**config.mk**
```make
export PLATFORM = sky130hd
export DESIGN_NAME = packet_sink_flat
export DESIGN_NICKNAME = d
export VERILOG_FILES = /design/src/rtl/packet_sink_if.sv /design/src/rtl/packet_sink.sv /design/src/flat_wrapper.sv
export SDC_FILE = /design/constraint.sdc
export NUM_CORES = 1
export LEC_CHECK = 0
export BUFFER_PORTS_ARGS = -buffer_cell sky130_fd_sc_hd__buf_2
export CAP_MARGIN = 40
export CORE_MARGIN = 4
export CORE_UTILIZATION = 56
export DETAILED_ROUTE_END_ITERATION = 10
export PLACE_DENSITY = 0.79
export SLEW_MARGIN = 10
export SYNTH_ARGS = -nofsm -noshare
export SYNTH_HDL_FRONTEND = slang
export SYNTH_SLANG_ARGS = --single-unit
```
**constraint.sdc**
```tcl
create_clock -name clk -period 19.2 [get_ports clk]
set_clock_uncertainty 0.1 [all_clocks]
set_input_delay 1.92 -clock clk [delete_from_list [all_inputs] [get_ports clk]]
set_output_delay 1.92 -clock clk [all_outputs]
set_load 0.03 [all_outputs]
```
**src/rtl/packet_sink_if.sv**
```systemverilog
// packet_sink_if: router output channel (flit in) and credit return (flow control out) for one sink port.
// Latency: none, wires only; credits are registered inside the sink.
// Backpressure: none on the flit path; the credit channel is the only flow control back to the router.
//
// Signals:
//   chan_vld/chan_vc/chan_head/chan_tail/chan_dat : incoming flit {valid, vc_idx, head, tail, data}
//   credit_vld/credit_vc                          : credit return {valid, vc_idx}
// Modports: master = router side, slave = sink side.
interface packet_sink_if #(
    parameter int num_vcs         = 4,
    parameter int flit_data_width = 64
);
    localparam int VW = $clog2(num_vcs);

    logic                       chan_vld;
    logic [VW-1:0]              chan_vc;
    logic                       chan_head;
    logic                       chan_tail;
    logic [flit_data_width-1:0] chan_dat;

    logic                       credit_vld;
    logic [VW-1:0]              credit_vc;

    modport master (
        output chan_vld, chan_vc, chan_head, chan_tail, chan_dat,
        input  credit_vld, credit_vc
    );

    modport slave (
        input  chan_vld, chan_vc, chan_head, chan_tail, chan_dat,
        output credit_vld, credit_vc
    );
endinterface

```
**src/rtl/packet_sink.sv**
```systemverilog
// packet_sink: receive endpoint for one router output port; per-VC occupancy, framing check, credit return.
// Latency: a flit is poppable the edge after it is stored; its credit is visible the cycle after the pop edge.
// Backpressure: none upstream; a flit to a full VC is dropped and raises the sticky error.
//
// Ports:
//   clk, reset     : clock, asynchronous active-low reset
//   link (slave)   : flit input channel and credit return channel
//   packet_count   : completed packets (accepted tails), wraps
//   vc_busy        : per-VC open-packet flag (head seen, tail not yet)
//   error          : sticky framing / overflow error
//   flit_count, max_occupancy : only when PACKET_SINK_STATS_EN is defined
//
// Drains are attempted when (lfsr mod 100) < consume_rate, using a 32-bit Galois LFSR
// (left shift, feedback mask 0x80200003 applied when the bit shifted out is 1).
module packet_sink #(
    parameter logic [31:0] initial_seed           = 32'd0,
    parameter int          consume_rate           = 50,
    parameter int          num_vcs                = 4,
    parameter int          buffer_size            = 16,
    parameter int          flit_data_width        = 64,
    parameter int          packet_count_reg_width = 32
) (
    input  logic                                     clk,
    input  logic                                     reset,
    packet_sink_if.slave                             link,
    output logic [packet_count_reg_width-1:0]        packet_count,
    output logic [num_vcs-1:0]                       vc_busy,
    output logic                                     error
`ifdef PACKET_SINK_STATS_EN
    ,
    output logic [31:0]                              flit_count,
    output logic [$clog2(buffer_size/num_vcs+1)-1:0] max_occupancy
`endif
);

    localparam int              DEPTH = buffer_size / num_vcs;
    localparam int              VW    = $clog2(num_vcs);
    localparam int              CW    = $clog2(DEPTH + 1);
    localparam int              PCW   = packet_count_reg_width;
    localparam logic [31:0]     SEED  = (initial_seed == 32'd0) ? 32'd1 : initial_seed;
    localparam logic [31:0]     POLY  = 32'h8020_0003;
    localparam logic [31:0]     RATE  = 32'(consume_rate);
    localparam logic [CW-1:0]   FULL  = CW'(DEPTH);

    logic [31:0]                lfsr;
    logic                       drain_en;
    logic [CW-1:0]              occ      [num_vcs];
    logic [CW-1:0]              occ_next [num_vcs];
    logic [VW-1:0]              rr_ptr;
    logic                       pop_vld;
    logic [VW-1:0]              pop_vc;
    logic [VW-1:0]              in_vc;
    logic                       push_ovf;
    logic                       push_ok;
    logic                       frame_err;
    logic [flit_data_width-1:0] chan_dat;
    logic                       unused_dat;

    // Buffered flits are only ever counted and popped, never read back, so each VC
    // queue reduces to its occupancy counter. Payload is not inspected at all.
    assign chan_dat   = link.chan_dat;
    assign unused_dat = ^chan_dat;

    assign drain_en = (lfsr % 32'd100) < RATE;

    // Round-robin pick starting at rr_ptr. Scanning from the farthest offset down
    // lets the nearest non-empty VC overwrite the others. Index arithmetic wraps
    // naturally because num_vcs is a power of two.
    always_comb begin
        pop_vld = 1'b0;
        pop_vc  = rr_ptr;
        for (int i = num_vcs - 1; i >= 0; i--) begin
            if (drain_en && (occ[rr_ptr + VW'(i)] != '0)) begin
                pop_vld = 1'b1;
                pop_vc  = rr_ptr + VW'(i);
            end
        end
    end

    // Overflow is judged on the pre-edge count, so a same-cycle pop does not
    // make room. A dropped flit touches neither occupancy nor framing state.
    assign in_vc    = link.chan_vc;
    assign push_ovf = link.chan_vld && (occ[in_vc] == FULL);
    assign push_ok  = link.chan_vld && !push_ovf;

    // Legal only as head-on-idle or non-head-on-busy: any flit whose head bit
    // equals the VC's busy flag is a framing violation.
    assign frame_err = push_ok && (link.chan_head == vc_busy[in_vc]);

    always_comb begin
        for (int v = 0; v < num_vcs; v++) begin
            occ_next[v] = occ[v];
            case ({push_ok && (in_vc == VW'(v)), pop_vld && (pop_vc == VW'(v))})
                2'b10:   occ_next[v] = occ[v] + CW'(1);
                2'b01:   occ_next[v] = occ[v] - CW'(1);
                default: occ_next[v] = occ[v];
            endcase
        end
    end

    always_ff @(posedge clk or negedge reset) begin
        if (!reset) begin
            lfsr            <= SEED;
            rr_ptr          <= '0;
            for (int v = 0; v < num_vcs; v++) begin
                occ[v] <= '0;
            end
            vc_busy         <= '0;
            packet_count    <= '0;
            error           <= 1'b0;
            link.credit_vld <= 1'b0;
            link.credit_vc  <= '0;
        end else begin
            lfsr <= lfsr[31] ? ({lfsr[30:0], 1'b0} ^ POLY) : {lfsr[30:0], 1'b0};
            for (int v = 0; v < num_vcs; v++) begin
                occ[v] <= occ_next[v];
            end

            link.credit_vld <= pop_vld;
            if (pop_vld) begin
                link.credit_vc <= pop_vc;
                rr_ptr         <= pop_vc + VW'(1);
            end

            // A tail always closes the packet, even when it also flagged an error.
            if (push_ok) begin
                if (link.chan_tail) begin
                    vc_busy[in_vc] <= 1'b0;
                    packet_count   <= packet_count + PCW'(1);
                end else if (link.chan_head) begin
                    vc_busy[in_vc] <= 1'b1;
                end
            end

            if (push_ovf || frame_err) begin
                error <= 1'b1;
            end
        end
    end

`ifdef PACKET_SINK_STATS_EN
    logic [CW-1:0] occ_peak;

    always_comb begin
        occ_peak = '0;
        for (int v = 0; v < num_vcs; v++) begin
            if (occ_next[v] > occ_peak) begin
                occ_peak = occ_next[v];
            end
        end
    end

    always_ff @(posedge clk or negedge reset) begin
        if (!reset) begin
            flit_count    <= '0;
            max_occupancy <= '0;
        end else begin
            if (push_ok) begin
                flit_count <= flit_count + 32'd1;
            end
            if (occ_peak > max_occupancy) begin
                max_occupancy <= occ_peak;
            end
        end
    end
`endif

endmodule

```
**src/flat_wrapper.sv**
```systemverilog
// flat-port wrapper written by rule: the top's interface ports become plain ports
module packet_sink_flat 
#(
    parameter logic [31:0] initial_seed           = 32'd0,
    parameter int          consume_rate           = 50,
    parameter int          num_vcs                = 4,
    parameter int          buffer_size            = 16,
    parameter int          flit_data_width        = 64,
    parameter int          packet_count_reg_width = 32
)
  (clk, reset, packet_count, vc_busy, error, link_chan_vld, link_chan_vc, link_chan_head, link_chan_tail, link_chan_dat, link_credit_vld, link_credit_vc);
  packet_sink_if #(.num_vcs(num_vcs), .flit_data_width(flit_data_width)) link_i ();
  input  logic clk;
  input  logic reset;
  output logic [packet_count_reg_width-1:0] packet_count;
  output logic [num_vcs-1:0] vc_busy;
  output logic error;
  input wire logic [$bits(link_i.chan_vld)-1:0] link_chan_vld;
  input wire logic [$bits(link_i.chan_vc)-1:0] link_chan_vc;
  input wire logic [$bits(link_i.chan_head)-1:0] link_chan_head;
  input wire logic [$bits(link_i.chan_tail)-1:0] link_chan_tail;
  input wire logic [$bits(link_i.chan_dat)-1:0] link_chan_dat;
  output wire logic [$bits(link_i.credit_vld)-1:0] link_credit_vld;
  output wire logic [$bits(link_i.credit_vc)-1:0] link_credit_vc;
  assign link_i.chan_vld = link_chan_vld;
  assign link_i.chan_vc = link_chan_vc;
  assign link_i.chan_head = link_chan_head;
  assign link_i.chan_tail = link_chan_tail;
  assign link_i.chan_dat = link_chan_dat;
  assign link_credit_vld = link_i.credit_vld;
  assign link_credit_vc = link_i.credit_vc;
  packet_sink #(.initial_seed(initial_seed), .consume_rate(consume_rate), .num_vcs(num_vcs), .buffer_size(buffer_size), .flit_data_width(flit_data_width), .packet_count_reg_width(packet_count_reg_width)) u_core (.clk(clk), .reset(reset), .link(link_i), .packet_count(packet_count), .vc_busy(vc_busy), .error(error));
endmodule
```
# Yosys cells after proc, flatten, opt, wreduce, memory -nomap -nowiden
# Index checks and enable logic that the tools add are counted.
# word_totals
reg_bits,86
output_inout_bits,40
wordCells,123
# classes
n_addsub,13
div,1
n_lt_le_gt_ge,8
eq_ne,16
mux,34
n_bitwise,9
n_reduce_logical,31
# op_table
operator,count
$add A32 B1 Y32 const B,1
$lt A32 B6 Y1 const B,1
$mod A32 B7 Y32 const B,1
$mux W32,1
$bmux W3 S2,5
$mux W3,10
$pmux W3 S2,4
$eq A2 B2 Y1 const B,8
$logic_and A1 B1 Y1,16
$ge A3 B3 Y1 const B,5
$not A2 Y3,5
$add A3 B1 Y3 const B,4
$eq A2 B1 Y1 const B,6
$reduce_bool A3 Y1,4
$sub A3 B1 Y3 const B,4
$reduce_bool A2 Y1,5
$mux W2,4
$mux W4,2
$not A4 Y4,2
$mux W1,6
$add A2 B1 Y2 const B,2
$add A2 B2 Y2 const B,2
$and A4 B4 Y4,1
$logic_not A2 Y1,2
10 further kinds,11

# Longest topological paths before layout
# depth
word_depth,15
ltp_mapped,86

# Least setup slack after synthesis
# No wires, ideal clock.
# synth_path
kind,register to register
startpoint,register u_core.lfsr[31]
endpoint,register u_core.occ[11] in the netlist's numbering
setup_ns,0.079
arrival_time_ns,18.006
setup_slack_ns,1.014
path_stages_with_launch,78
path_buffers,4
period_less_slack_ns,18.186
cell_sequence,dfrtp_1 -> ha_1 -> nor4b_1 -> nand4_2 -> o21a_1 -> o211ai_1 -> a21o_1 -> o21ai_1 -> or2_1 -> buf_4 -> a2111oi_2 -> o31ai_1 -> or2_1 -> buf_4 -> o221a_2 -> or3_1 -> o221a_2 -> o21a_2 -> [... 42 more ...] -> a221oi_2 -> or2b_2 -> a221oi_2 -> xnor2_2 -> nor2b_1 -> and4_1 -> a311o_1 -> a32oi_4 -> nor2_1 -> xnor2_1 -> ha_1 -> and2_1 -> ha_1 -> inv_1 -> fa_1 -> xor2_1 -> nor2_1 -> xor2_1
# synth_via
elab_chain_len,11
elab_cells_between_ends,20
cone_classes,div (1); order compare (1); eq/ne (2); mux (9); reduce/logical (7)
# synth_lines
item,line,text
from (decl),packet_sink.sv:45,logic [31:0] lfsr;
from (signal assigned),packet_sink.sv:114,"lfsr <= lfsr[31] ? ({lfsr[30:0], 1'b0} ^ POLY) : {lfsr[30:0], 1'b0};"
$mod A32 B7 Y32 (*),packet_sink.sv:64,assign drain_en = (lfsr % 32'd100) < RATE;
$lt A32 B6 Y1 (*),packet_sink.sv:64,
$logic_and A1 B1 Y1,packet_sink.sv:73,if (drain_en && (occ[rr_ptr + VW'(i)] != '0)) begin
$mux W2 (4 in a row),packet_sink.sv:73,
$logic_not A2 Y1,packet_sink.sv:93,"case ({push_ok && (in_vc == VW'(v)), pop_vld && (pop_vc == VW'(v))})"
$logic_and A1 B1 Y1 (*),packet_sink.sv:93,
$eq A2 B1 Y1 or $eq A2 B2 Y1 (tied branches),packet_sink.sv:93,
$pmux W3 S2 or $reduce_bool A2 Y1 (tied branches),n/a,
"to (signal, indexed assignment)",packet_sink.sv:116,occ[v] <= occ_next[v];
to (decl),packet_sink.sv:47,logic [CW-1:0] occ [num_vcs];
# Every way passes the cells marked *; elsewhere a longest branch is shown, timed or not.
# A chain may end at the register's enable or synchronous reset.

# Final worst setup path
# layout_path
startpoint,register u_core.lfsr[2]
endpoint,register u_core.occ[2] in the netlist's numbering
# layout_via
elab_chain_len,11
elab_cells_between_ends,20
cone_classes,div (1); order compare (1); eq/ne (3); mux (9); reduce/logical (6)
# layout_lines
item,line,text
$mod A32 B7 Y32 (*),packet_sink.sv:64,
$lt A32 B6 Y1 (*),packet_sink.sv:64,
$logic_and A1 B1 Y1,packet_sink.sv:73,
$mux W2 (3 in a row),packet_sink.sv:73,
$mux W2 (*),packet_sink.sv:73,
net u_core.pop_vc[1],packet_sink.sv:51,logic [VW-1:0] pop_vc;
$eq A2 B2 Y1 (*),packet_sink.sv:93,
$logic_and A1 B1 Y1 (*),packet_sink.sv:93,
$eq A2 B1 Y1 or $eq A2 B2 Y1 (tied branches),packet_sink.sv:93,
$pmux W3 S2 or $reduce_bool A2 Y1 (tied branches),n/a,
# The timed path passes the listed nets; every way through them passes the cells marked *.

==> results.cfg <==
[place]
post_dp_cell_area_sq_um = 12300
io_buffers = 46
place_hpwl_mm = 21.9
gp_congestion = 0.960

[sta]
worstMarginPinSlew_ns = 0.886
hold_viol = 0
finalCritPeriodShare_pct = 99.4
drv_slew = 0
period_minus_slack_ns = 19.08
fmax_mhz = 52.4
relSlewSlack_pct = 40.4
setup_viol = 0

[clock_network]
path_clk_slew_ns = 0.07
clock_latency_ns = 0.35
clockBufferDepth = 2
hold_buffers = 0
h-tree-depth = 3
root_buffer = clkbuf_16
numCtsBuffers = 9
clock-sinks = 86
cts_tree = yes

[setup_path]
worstPathArrival_ns = 19.21
r2r_slack_ns = 0.12
reg2reg_to = u_core.occ[2]
cp_slowest_cell = or4_4
critPathLaunch = u_core.lfsr[2]
cp.required_ns = 19.33
path_class = reg -> reg
cp_max_fo = 9
cpMostUsedCell = buf_4
endpoint = u_core.occ[2]
reg2reg_depth = 79
r2r_start = u_core.lfsr[2]
max_stage_delay_ns = 0.56
crit_path_start_kind = register
cp-end-kind = register

[global_routing]
grt_pass1_wl_mm = 49.9
grt_usage_pct = 26.0
overflow = 0
grt_start_max_net_pins = 66
grt_antenna_before_repair = 0
first_global_vias = 10700

[layout]
n_fill_cell = 1316
register_area_sq_um = 2150
nets = 1660
syn2layout_area_growth_pct = 29.1
fin_area_sq_um = 14500
diodes = 0
multiInputGateArea_sq_um = 9830
drive_gt1_share_pct = 34.5

[drt]
dr.pass1.iters = 6
num_vias = 12500
via_per_inst = 6.75
detail-route-antenna-nets = 0
drt_iter0_markers = 1381
drc = 0
wirelength_mm = 34.2
wl_per_cell_um = 18.5

[worst_hold_path]
worst_hold_path_type = reg -> reg

[floorplanning]
pin_count = 111
dieArea_sq_um = 22300
fp.dieW_um = 149
core_area_sq_um = 19600
start_util_pct = 57.2
num_rows = 51
die_h_um = 149

[logic_synthesis]
syn_area_sq_um = 11200
syn_inst = 1388
async_flop_share_pct = 100
synthesis.nets = 1473
seq_area_frac_synth_pct = 19.2
synthTopCellsByArea = dfrtp_1 19%, xnor2_1 4.9%, nor2_1 4.0%, a21oi_1 3.7%, nand2_1 3.4%
yosysWarnings = 0
synthFlopType = dfrtp_1
yosys.area.top_type = dfrtp_1
synth.top_cell.area_share_pct = 19.0
synth_edf_count = 0
synth_seq_cells = 86
avgSynthCellArea_sq_um = 8.07
synth_cell_type_count = 138

[power]
vdd_ir_drop_max_uv = 116
p_int_uw = 410
cellLeakagePower_nw = 5.82
clkPwrFrac_pct = 25.9
p_sw_share_pct = 38.1
sequentialPowerShare_pct = 37.2
cellPowerDensity_nw_per_um2 = 45.8
total_power_uw = 662
p_sw_uw = 252
pwr-share-comb_pct = 36.9

[run_status]
status = completed

[flow_run]
cap_violations = 0
[critical path: cells and delay by family, from the launching register on]
kind | cells | cell delay, ns
flops | 1 | 0.51
fa+ha+maj | 4 | 0.97
buf+inv | 10 | 1.51
compound gates | 41 | 9.29
xor+xnor | 3 | 0.53
mux | 5 | 1.66
simple gates | 16 | 4.36
[cell usage after synthesis, types with 18 or more instances]
| library cell | n |
|---|---|
| o21a_1 | 22 |
| mux2i_1 | 21 |
| a21o_1 | 29 |
| o21ai_1 | 21 |
| buf_2 | 21 |
| nor2_1 | 119 |
| dfrtp_1 | 85 |
| nor3_1 | 50 |
| a211oi_1 | 31 |
| nand2_1 | 100 |
| nand4_1 | 18 |
| xor2_1 | 24 |
| inv_1 | 45 |
| xnor2_1 | 63 |
| a21oi_1 | 83 |
| o211ai_1 | 26 |
| o21ai_0 | 64 |
| nand3_1 | 55 |
| and3_1 | 27 |
| and2_1 | 26 |
[routing by layer]
layer	global-route usage (%)	vias to the layer above	wire length, um
li1	-	5777	-
met1	36.9	5991	14600
met2	41.8	606	16600
met3	3.49	84	2230
met4	6.96	0	718
met5	0	-	0
[cell families after synthesis]
logic type | after synthesis | share of synthesized area, %
and+or+nand+nor | 506 | 24.1
muxes | 35 | 3.45
DFF | 86 | 19.2
xor gates and xnor gates | 95 | 7.97
adders and majority gates | 23 | 2.65
AOI/OAI and AO/OA | 528 | 37.3
buffers and inverters | 115 | 5.30
[cell usage in the layout, fill, tap and decap left out, drive strengths merged, types with 36 or more instances in the layout]
| master | n |
|---|---|
| nand3 | 55 |
| a21oi | 90 |
| buf | 233 |
| inv | 53 |
| nand2 | 100 |
| dfrtp | 85 |
| xnor2 | 69 |
| a211oi | 36 |
| nor2 | 122 |
| o21ai | 88 |
| nor3 | 57 |
[area by class of cell]
| type | instances | area share (%) |
|---|---|---|
| multi-input combinational | 1191 | 68.0 |
| clock inverter | 7 | 0.450 |
| sequential | 86 | 14.9 |
| clock buffer | 9 | 1.56 |
| timing repair buffer | 233 | 11.4 |
| inverter | 54 | 1.40 |
| tap | 265 | 2.29 |
[through the flow]
| step | setup TNS (ns) | setup WS (ns) | utilization, % | instances | hold slack [ns] |
|---|---|---|---|---|---|
| finish | 0 | 0.124 | 73.8 | 1845 | 0.372 |
| global route | -3.16 | -0.556 | 73.8 | 1845 | 0.379 |
| CTS | 0 | 0.00411 | 65.0 | 1779 | 0.348 |
| global placement | -1.80 | -0.359 | 62.6 | 1758 | 0.326 |
| detailed placement | -2.12 | -0.373 | 62.6 | 1758 | 0.332 |
| floorplan | 0 | 1.01 | - | 1388 | 0.249 |
[power groups by stage]
| stage | clock, mW | combinational, mW | sequential, mW |
|---|---|---|---|
| after floorplan | 0 | 0.165 | 0.255 |
| after global placement | 0 | 0.214 | 0.244 |
| after detailed placement | 0 | 0.227 | 0.245 |
| after CTS | 0.173 | 0.234 | 0.243 |
| after global routing | 0.181 | 0.271 | 0.250 |
| final | 0.172 | 0.244 | 0.246 |
[flip-flops by register name, indices dropped and copies added (netlist names), named ones only]
| name | cells |
|---|---|
| u_core.link.credit_vc | 2 |
| u_core.lfsr | 32 |
| u_core.link.credit_vld | 1 |
| u_core.rr_ptr | 2 |
| u_core.occ | 12 |
| u_core.error | 1 |
| u_core.packet_count | 32 |
[worst min-delay path by stage]
stage / start / end / depth (start not counted)
final: u_core.packet_count[31] / u_core.packet_count[31] / 1
after global routing: u_core.lfsr[1] / u_core.lfsr[2] / 0
after CTS: u_core.lfsr[1] / u_core.lfsr[2] / 0
after detailed placement: u_core.lfsr[1] / u_core.lfsr[2] / 0
after global placement: u_core.lfsr[1] / u_core.lfsr[2] / 0
after floorplan: u_core.lfsr[10] / u_core.lfsr[11] / 0
[repair_timing]
action,in CTS,in global routing
cloned,1,3
setup buffers,4,63
pin swaps,4,89
endpoints found under the setup margin,10,16
resized for setup,24,222
Note: power is estimated with default switching activity, not from simulation.
